==> config.mk <==
export PLATFORM = sky130hd
export DESIGN_NAME = pc_sequencer_flat
export DESIGN_NICKNAME = d
export VERILOG_FILES = /design/src/rtl/pc_sequencer_pkg.sv /design/src/rtl/pc_sequencer_if.sv /design/src/rtl/pc_sequencer_arm_timer.sv /design/src/rtl/pc_sequencer.sv /design/src/flat_wrapper.sv
export SDC_FILE = /design/constraint.sdc
export NUM_CORES = 1
export LEC_CHECK = 0
export ABC_AREA = 0
export CAP_MARGIN = 10
export CORE_ASPECT_RATIO = 1.1
export CORE_MARGIN = 3
export CORE_UTILIZATION = 51
export DETAILED_ROUTE_END_ITERATION = 7
export GPL_TIMING_DRIVEN = 0
export PLACE_DENSITY = 0.95
export RECOVER_POWER = 50
export SLEW_MARGIN = 20
export SYNTH_ARGS = -nofsm -noshare
export SYNTH_HDL_FRONTEND = slang
export SYNTH_HIERARCHICAL = 1
export SYNTH_SLANG_ARGS = --single-unit
export TNS_END_PERCENT = 1
==> constraint.sdc <==
create_clock -name clk -period 4.4 [get_ports clk]
set_clock_uncertainty 0.05 [all_clocks]
set_input_delay 0.44 -clock clk [delete_from_list [all_inputs] [get_ports clk]]
set_output_delay 0.44 -clock clk [all_outputs]
set_load 0.1 [all_outputs]
==> src/rtl/pc_sequencer_pkg.sv <==
// Shared types and defaults for the program-counter sequencer.
// Holds the FSM state encoding and the default ARM wait length.
package pc_sequencer_pkg;

  typedef enum logic [2:0] {
    S_IDLE,
    S_FETCH,
    S_ARM,
    S_STALL,
    S_HALTED
  } state_t;

  localparam int ARM_TIMEOUT_DEFAULT = 4;

endpackage

==> src/rtl/pc_sequencer_if.sv <==
// Fetch/delay bus between the PC sequencer (master) and its environment
// (instruction memory plus delay counter).
interface pc_sequencer_if #(
  parameter int PC_WIDTH = 16
);
  logic                pc_en;
  logic                delay_req;
  logic                fetch_req;
  logic                fetch_ack;
  logic [PC_WIDTH-1:0] pc;
  logic                is_delay;
  logic                redirect_valid;
  logic [PC_WIDTH-1:0] redirect_target;
  logic                halt;
  logic                halted;

  modport master (
    input  pc_en, fetch_ack, is_delay, redirect_valid, redirect_target, halt,
    output delay_req, fetch_req, pc, halted
  );

  modport slave (
    output pc_en, fetch_ack, is_delay, redirect_valid, redirect_target, halt,
    input  delay_req, fetch_req, pc, halted
  );
endinterface

==> src/rtl/pc_sequencer_arm_timer.sv <==
// Down-counter bounding how long ARM waits for pc_en to fall.
// Expires on the last permitted ARM cycle so the FSM leaves ARM exactly on time.
module arm_timer #(
  parameter int ARM_TIMEOUT = 4
) (
  input  logic clk,
  input  logic rst_n,
  input  logic i_load,
  input  logic i_count,
  output logic o_expire
);
  localparam int TW = $clog2(ARM_TIMEOUT + 1);

  logic [TW-1:0] r_count;

  always_ff @(posedge clk or negedge rst_n) begin
    if (!rst_n) begin
      r_count <= '0;
    end else if (i_load) begin
      r_count <= TW'(ARM_TIMEOUT);
    end else if (i_count && (r_count != '0)) begin
      r_count <= r_count - TW'(1);
    end
  end

  assign o_expire = (r_count == TW'(1));

endmodule

==> src/rtl/pc_sequencer.sv <==
// Program-counter sequencer: issues fetches, follows redirects, arms the
// external delay counter on delay instructions and stops on halt.
module pc_sequencer
  import pc_sequencer_pkg::*;
#(
  parameter int                PC_WIDTH     = 16,
  parameter logic [PC_WIDTH-1:0] RESET_VECTOR = '0,
  parameter int                ARM_TIMEOUT  = ARM_TIMEOUT_DEFAULT
) (
  input  logic            clk,
  input  logic            rst_n,
  pc_sequencer_if.master  bus
);

  state_t              r_state;
  logic [PC_WIDTH-1:0] r_pc;
  logic                r_fetch_req;
  logic                r_delay_req;
  logic                r_halted;

  logic                w_ack;
  logic                w_timer_load;
  logic                w_timer_count;
  logic                w_timer_expire;
  logic [PC_WIDTH-1:0] w_next_pc;

  // An ack only counts against a request actually on the bus.
  assign w_ack         = (r_state == S_FETCH) && r_fetch_req && bus.fetch_ack;
  assign w_next_pc     = bus.redirect_valid ? bus.redirect_target : (r_pc + PC_WIDTH'(1));
  assign w_timer_load  = w_ack && !bus.halt && bus.is_delay;
  assign w_timer_count = (r_state == S_ARM) && bus.pc_en;

  arm_timer #(
    .ARM_TIMEOUT (ARM_TIMEOUT)
  ) u_arm_timer (
    .clk      (clk),
    .rst_n    (rst_n),
    .i_load   (w_timer_load),
    .i_count  (w_timer_count),
    .o_expire (w_timer_expire)
  );

  always_ff @(posedge clk or negedge rst_n) begin
    if (!rst_n) begin
      r_state     <= S_IDLE;
      r_pc        <= RESET_VECTOR;
      r_fetch_req <= 1'b0;
      r_delay_req <= 1'b0;
      r_halted    <= 1'b0;
    end else begin
      r_delay_req <= 1'b0;
      case (r_state)
        S_IDLE: begin
          r_state     <= S_FETCH;
          r_fetch_req <= bus.pc_en;
        end
        S_FETCH: begin
          if (w_ack && bus.halt) begin
            r_state     <= S_HALTED;
            r_halted    <= 1'b1;
            r_fetch_req <= 1'b0;
          end else if (w_ack && bus.is_delay) begin
            r_pc        <= w_next_pc;
            r_state     <= S_ARM;
            r_delay_req <= 1'b1;
            r_fetch_req <= 1'b0;
          end else begin
            if (w_ack) begin
              r_pc <= w_next_pc;
            end
            r_fetch_req <= bus.pc_en;
          end
        end
        S_ARM: begin
          if (!bus.pc_en) begin
            r_state <= S_STALL;
          end else if (w_timer_expire) begin
            // Delay counter never dropped pc_en: treat as zero-length delay.
            r_state     <= S_FETCH;
            r_fetch_req <= 1'b1;
          end
        end
        S_STALL: begin
          if (bus.pc_en) begin
            r_state     <= S_FETCH;
            r_fetch_req <= 1'b1;
          end
        end
        S_HALTED: begin
          r_fetch_req <= 1'b0;
        end
        default: begin
          r_state     <= S_IDLE;
          r_fetch_req <= 1'b0;
        end
      endcase
    end
  end

  assign bus.pc        = r_pc;
  assign bus.fetch_req = r_fetch_req;
  assign bus.delay_req = r_delay_req;
  assign bus.halted    = r_halted;

endmodule

==> src/flat_wrapper.sv <==
// flat-port wrapper written by rule: the top's interface ports become plain ports
module pc_sequencer_flat import pc_sequencer_pkg::*;
#(
  parameter int                PC_WIDTH     = 16,
  parameter logic [PC_WIDTH-1:0] RESET_VECTOR = '0,
  parameter int                ARM_TIMEOUT  = ARM_TIMEOUT_DEFAULT
)
  (clk, rst_n, bus_pc_en, bus_fetch_ack, bus_is_delay, bus_redirect_valid, bus_redirect_target, bus_halt, bus_delay_req, bus_fetch_req, bus_pc, bus_halted);
  pc_sequencer_if #(.PC_WIDTH(PC_WIDTH)) bus_i ();
  input  logic clk;
  input  logic rst_n;
  input wire logic [$bits(bus_i.pc_en)-1:0] bus_pc_en;
  input wire logic [$bits(bus_i.fetch_ack)-1:0] bus_fetch_ack;
  input wire logic [$bits(bus_i.is_delay)-1:0] bus_is_delay;
  input wire logic [$bits(bus_i.redirect_valid)-1:0] bus_redirect_valid;
  input wire logic [$bits(bus_i.redirect_target)-1:0] bus_redirect_target;
  input wire logic [$bits(bus_i.halt)-1:0] bus_halt;
  output wire logic [$bits(bus_i.delay_req)-1:0] bus_delay_req;
  output wire logic [$bits(bus_i.fetch_req)-1:0] bus_fetch_req;
  output wire logic [$bits(bus_i.pc)-1:0] bus_pc;
  output wire logic [$bits(bus_i.halted)-1:0] bus_halted;
  assign bus_i.pc_en = bus_pc_en;
  assign bus_i.fetch_ack = bus_fetch_ack;
  assign bus_i.is_delay = bus_is_delay;
  assign bus_i.redirect_valid = bus_redirect_valid;
  assign bus_i.redirect_target = bus_redirect_target;
  assign bus_i.halt = bus_halt;
  assign bus_delay_req = bus_i.delay_req;
  assign bus_fetch_req = bus_i.fetch_req;
  assign bus_pc = bus_i.pc;
  assign bus_halted = bus_i.halted;
  pc_sequencer #(.PC_WIDTH(PC_WIDTH), .RESET_VECTOR(RESET_VECTOR), .ARM_TIMEOUT(ARM_TIMEOUT)) u_core (.clk(clk), .rst_n(rst_n), .bus(bus_i));
endmodule
==> implementation parameters <==
Parameter                              Value

Critical path
  Cell type group with the largest total delay on the critical path ... buffers and inverters
  Required time of the critical path ... 3.91 ns
  RR Endpoint ... u_core/u_arm_timer/r_count[0]$_DFFE_PN0P_
  Reg-to-reg startpoint ... u_core/r_state[1]$_DFFE_PN0P_
  Kind of end point of the critical path ... output port
  CP cell instances ... clkdlybuf4s50_1
  Worst-case register-to-register setup slack ... 2.02 ns
  Nature of the critical path startpoint ... flop
  CP Max Fanout ... 8
  Type of the setup path with the least slack ... reg -> out
  Critical Path Sink ... bus_pc[2]
  R2R depth ... 6
  Max stage delay on crit path ... 1.19 ns
  Buffers and inverters on the worst path ... 1
  Worst EP arrival ... 2.07 ns
  Launch point of the critical path ... u_core/bus.pc[2]$_DFFE_PN0P_
  CP max stage cell ... clkdlybuf4s50_1
  Critical path depth in cells ... 1

Timing
  Fmax achieved ... 391 MHz
  Post-route clock period utilization ... 58.1%
  Unrepaired setup endpoints after global routing ... no
  Slew @ Worst Pin ... 1.33 ns
  Worst slew slack as a fraction of its limit ... 11.1%
  Setup-violating endpoint count in the final report ... 0
  TNS Setup ... 0 ns
  Final max-slew violation count ... 0
  Final hold slack ... 0.319 ns
  Final Hold Viols ... 0
  Min cycle time layout ... 2.56 ns

CTS
  Clk_lat worst skew ... 0.33 ns
  Total of hold buffers inserted after clock tree synthesis ... 0
  TritonCTS clock tree ... built
  Clock tree sinks ... 25
  Clock-pin transition on the worst setup and hold timing paths ... 0.15 ns
  Bufs on Longest Clock Path ... 2
  CTS HTree Levels ... 1
  Postcts setup bufs ... 0
  Number of buffers created by CTS ... 3
  Resized Gates After CTS ... 0
  Root Buffer ... clkbuf_4

Die
  I/O pin count ... 42
  Core area ... 2640 um2
  Height of the die ... 62.5 um
  Die width ... 57.4 um
  Initial standard-cell utilization of the core ... 56.1%
  Die footprint ... 3590 um2
  Number of core rows ... 19

Route
  Routed wire length ... 3.88 mm
  Count of antenna-violating nets left after detailed routing ... 0
  Via-to-Cell Ratio ... 6.15
  Final routed DRC violation total ... 0
  Total via count in the routed design ... 1506
  Average routed wire per standard cell ... 15.8 um
  Number of DRC violations after detailed-routing iteration 0 ... 121
  Iteration count of the initial detailed-routing pass ... 4

Min path
  Hold Crit Class ... in -> async

Pwr
  Peak VDD IR ... 0.902 mV
  Power Total ... 1.58 mW
  Lkg Pwr ... 0.765 nW
  Power density relative to cell area ... 823 nW/um2

Placed design
  Final weighted congestion of routability-driven global placement ... 0.793
  IO Port Bufs ... 40
  Placed Instances ... 241
  Instance area at placement ... 1910 um2
  HPWL after DPL ... 2.81 mm

Global route
  Maximum number of pins on one net before global-route repair ... 26
  First-pass GRT wire length ... 6.36 mm
  Number of antenna violations at the first check in global routing ... 0
  Residual overflow from global routing ... 0
  Total track usage ... 21.7%
  Vias in the first global route ... 1458

Cells and area
  Area of the multi-input gates ... 773 um2
  Final-layout fill cell count ... 196
  Final layout net count ... 242
  Synthesis-to-layout area growth ... 29.8%
  Total inserted antenna cells ... 0
  Area of all sequential standard cells ... 626 um2
  Area of all placed cells without fillers ... 1920 um2
  Share of layout cells above drive strength 1 ... 6.54%
  Final std cells w/o fill ... 245

Yosys
  Fraction of the yosys area taken by sequential cells ... 42.3%
  Most numerous cell in the Yosys netlist ... dfrtp_1
  Count of synthesis-stage warnings from yosys ... 6
  Count of cell types in the netlist ... 40
  Number of synthesized flops with an enable pin ... 0
  Mean instance size in the synthesized netlist ... 8.71 um2
  Synthesized area ... 1480 um2
  Area contributors post-synth ... dfrtp_1 42%, a21oi_1 7.8%, o21ai_0 5.1%
  Proportion of netlist area held by the largest area contributor ... 42.3%
  Yosys top cell by area ... dfrtp_1
  Synthesized netlist cell count ... 170
  Number of synthesized register bits ... 25
  Post-Syn Nets ... 197
  Leading post-synthesis cells by instance count ... 25 x dfrtp_1, 23 x a21oi_1, 15 x o21ai_0
  Primary flip-flop cell chosen by synthesis mapping ... dfrtp_1
  Async S/R FF share, synth ... 100%

Outcome
  Outcome ... finished, final reports clean

Run
  Max cap viols ... 0
-- worst min path at each step --
stage	start	end	slack [ns]	cells after the start
global placement	u_core/bus.halted$_DFFE_PN0P_	u_core/bus.halted$_DFFE_PN0P_	0.40	1
finish	rst_n	u_core/bus.pc[13]$_DFFE_PN0P_	0.32	1
floorplan	rst_n	u_core/bus.delay_req$_DFF_PN0_	0.09	0
detailed placement	rst_n	u_core/bus.delay_req$_DFF_PN0_	0.42	1
CTS	rst_n	u_core/bus.pc[12]$_DFFE_PN0P_	0.04	1
global route	rst_n	u_core/bus.pc[15]$_DFFE_PN0P_	0.44	1
-- logic make-up (layout without fill, tap and decap cells) --
group / count (synthesis) / after routing / share of synthesized area, %
simple gates: 63 / 63 / 24.7
compound gates: 59 / 59 / 23.0
mux: 3 / 3 / 2.20
buf+inv: 16 / 60 / 4.48
fa+ha+maj: 4 / 4 / 3.38
flops: 25 / 25 / 42.3
-- cells in the final DEF (no fill, tap or decap), types with 4 or more instances in the layout --
| cell type | n |
|---|---|
| dfrtp_1 | 25 |
| clkbuf_1 | 8 |
| a21oi_1 | 23 |
| nand2_1 | 11 |
| clkdlybuf4s50_1 | 38 |
| nand3_1 | 8 |
| inv_1 | 6 |
| nor2_1 | 13 |
| nor3_1 | 10 |
| o21ai_1 | 6 |
| o21ai_0 | 17 |
| ha_1 | 4 |
-- cell type report --
cell class                 count  share of cell area (%)
buffer                         9                    1.95
clock buffer                   4                    1.37
inverter                       7                    1.37
multi-input combinational    129                    40.2
sequential                    25                    32.6
tap                           31                    2.02
timing repair buffer          40                    20.5
-- per-stage QoR --
step           setup WS (ns)  util, %
3_3_place_gp            1.83     72.7
2_1_floorplan           2.00        -
6_report                1.84     72.8
5_1_grt                 1.78     72.8
3_5_place_dp            1.73     72.5
4_1_cts                 1.84     73.5
-- per-layer routing --
| metal | part of all wire [%] | track usage, % | vias to the layer above |
|---|---|---|---|
| met5 | 0 | 0 | - |
| met4 | 0.90 | 9.57 | 0 |
| met3 | 6.9 | 3.10 | 4 |
| met2 | 53 | 38.0 | 77 |
| met1 | 39 | 25.5 | 714 |
| li1 | - | - | 711 |
-- state kept, by name (all words and copies together) (netlist names) --
register,cells
u_core/bus.pc,16
u_core/r_state,3
u_core/u_arm_timer/r_count,3
u_core/bus.delay_req,1
u_core/bus.fetch_req,1
u_core/bus.halted,1
-- where the power goes --
group | leakage [nW] | internal, mW | switching (mW)
Combinational | 0.454 | 0.251 | 0.766
Sequential | 0.296 | 0.327 | 0.129
Clock | 0.0150 | 0.0356 | 0.0735
Total | 0.765 | 0.614 | 0.968
No activity file was read; power rests on OpenSTA's default activity.
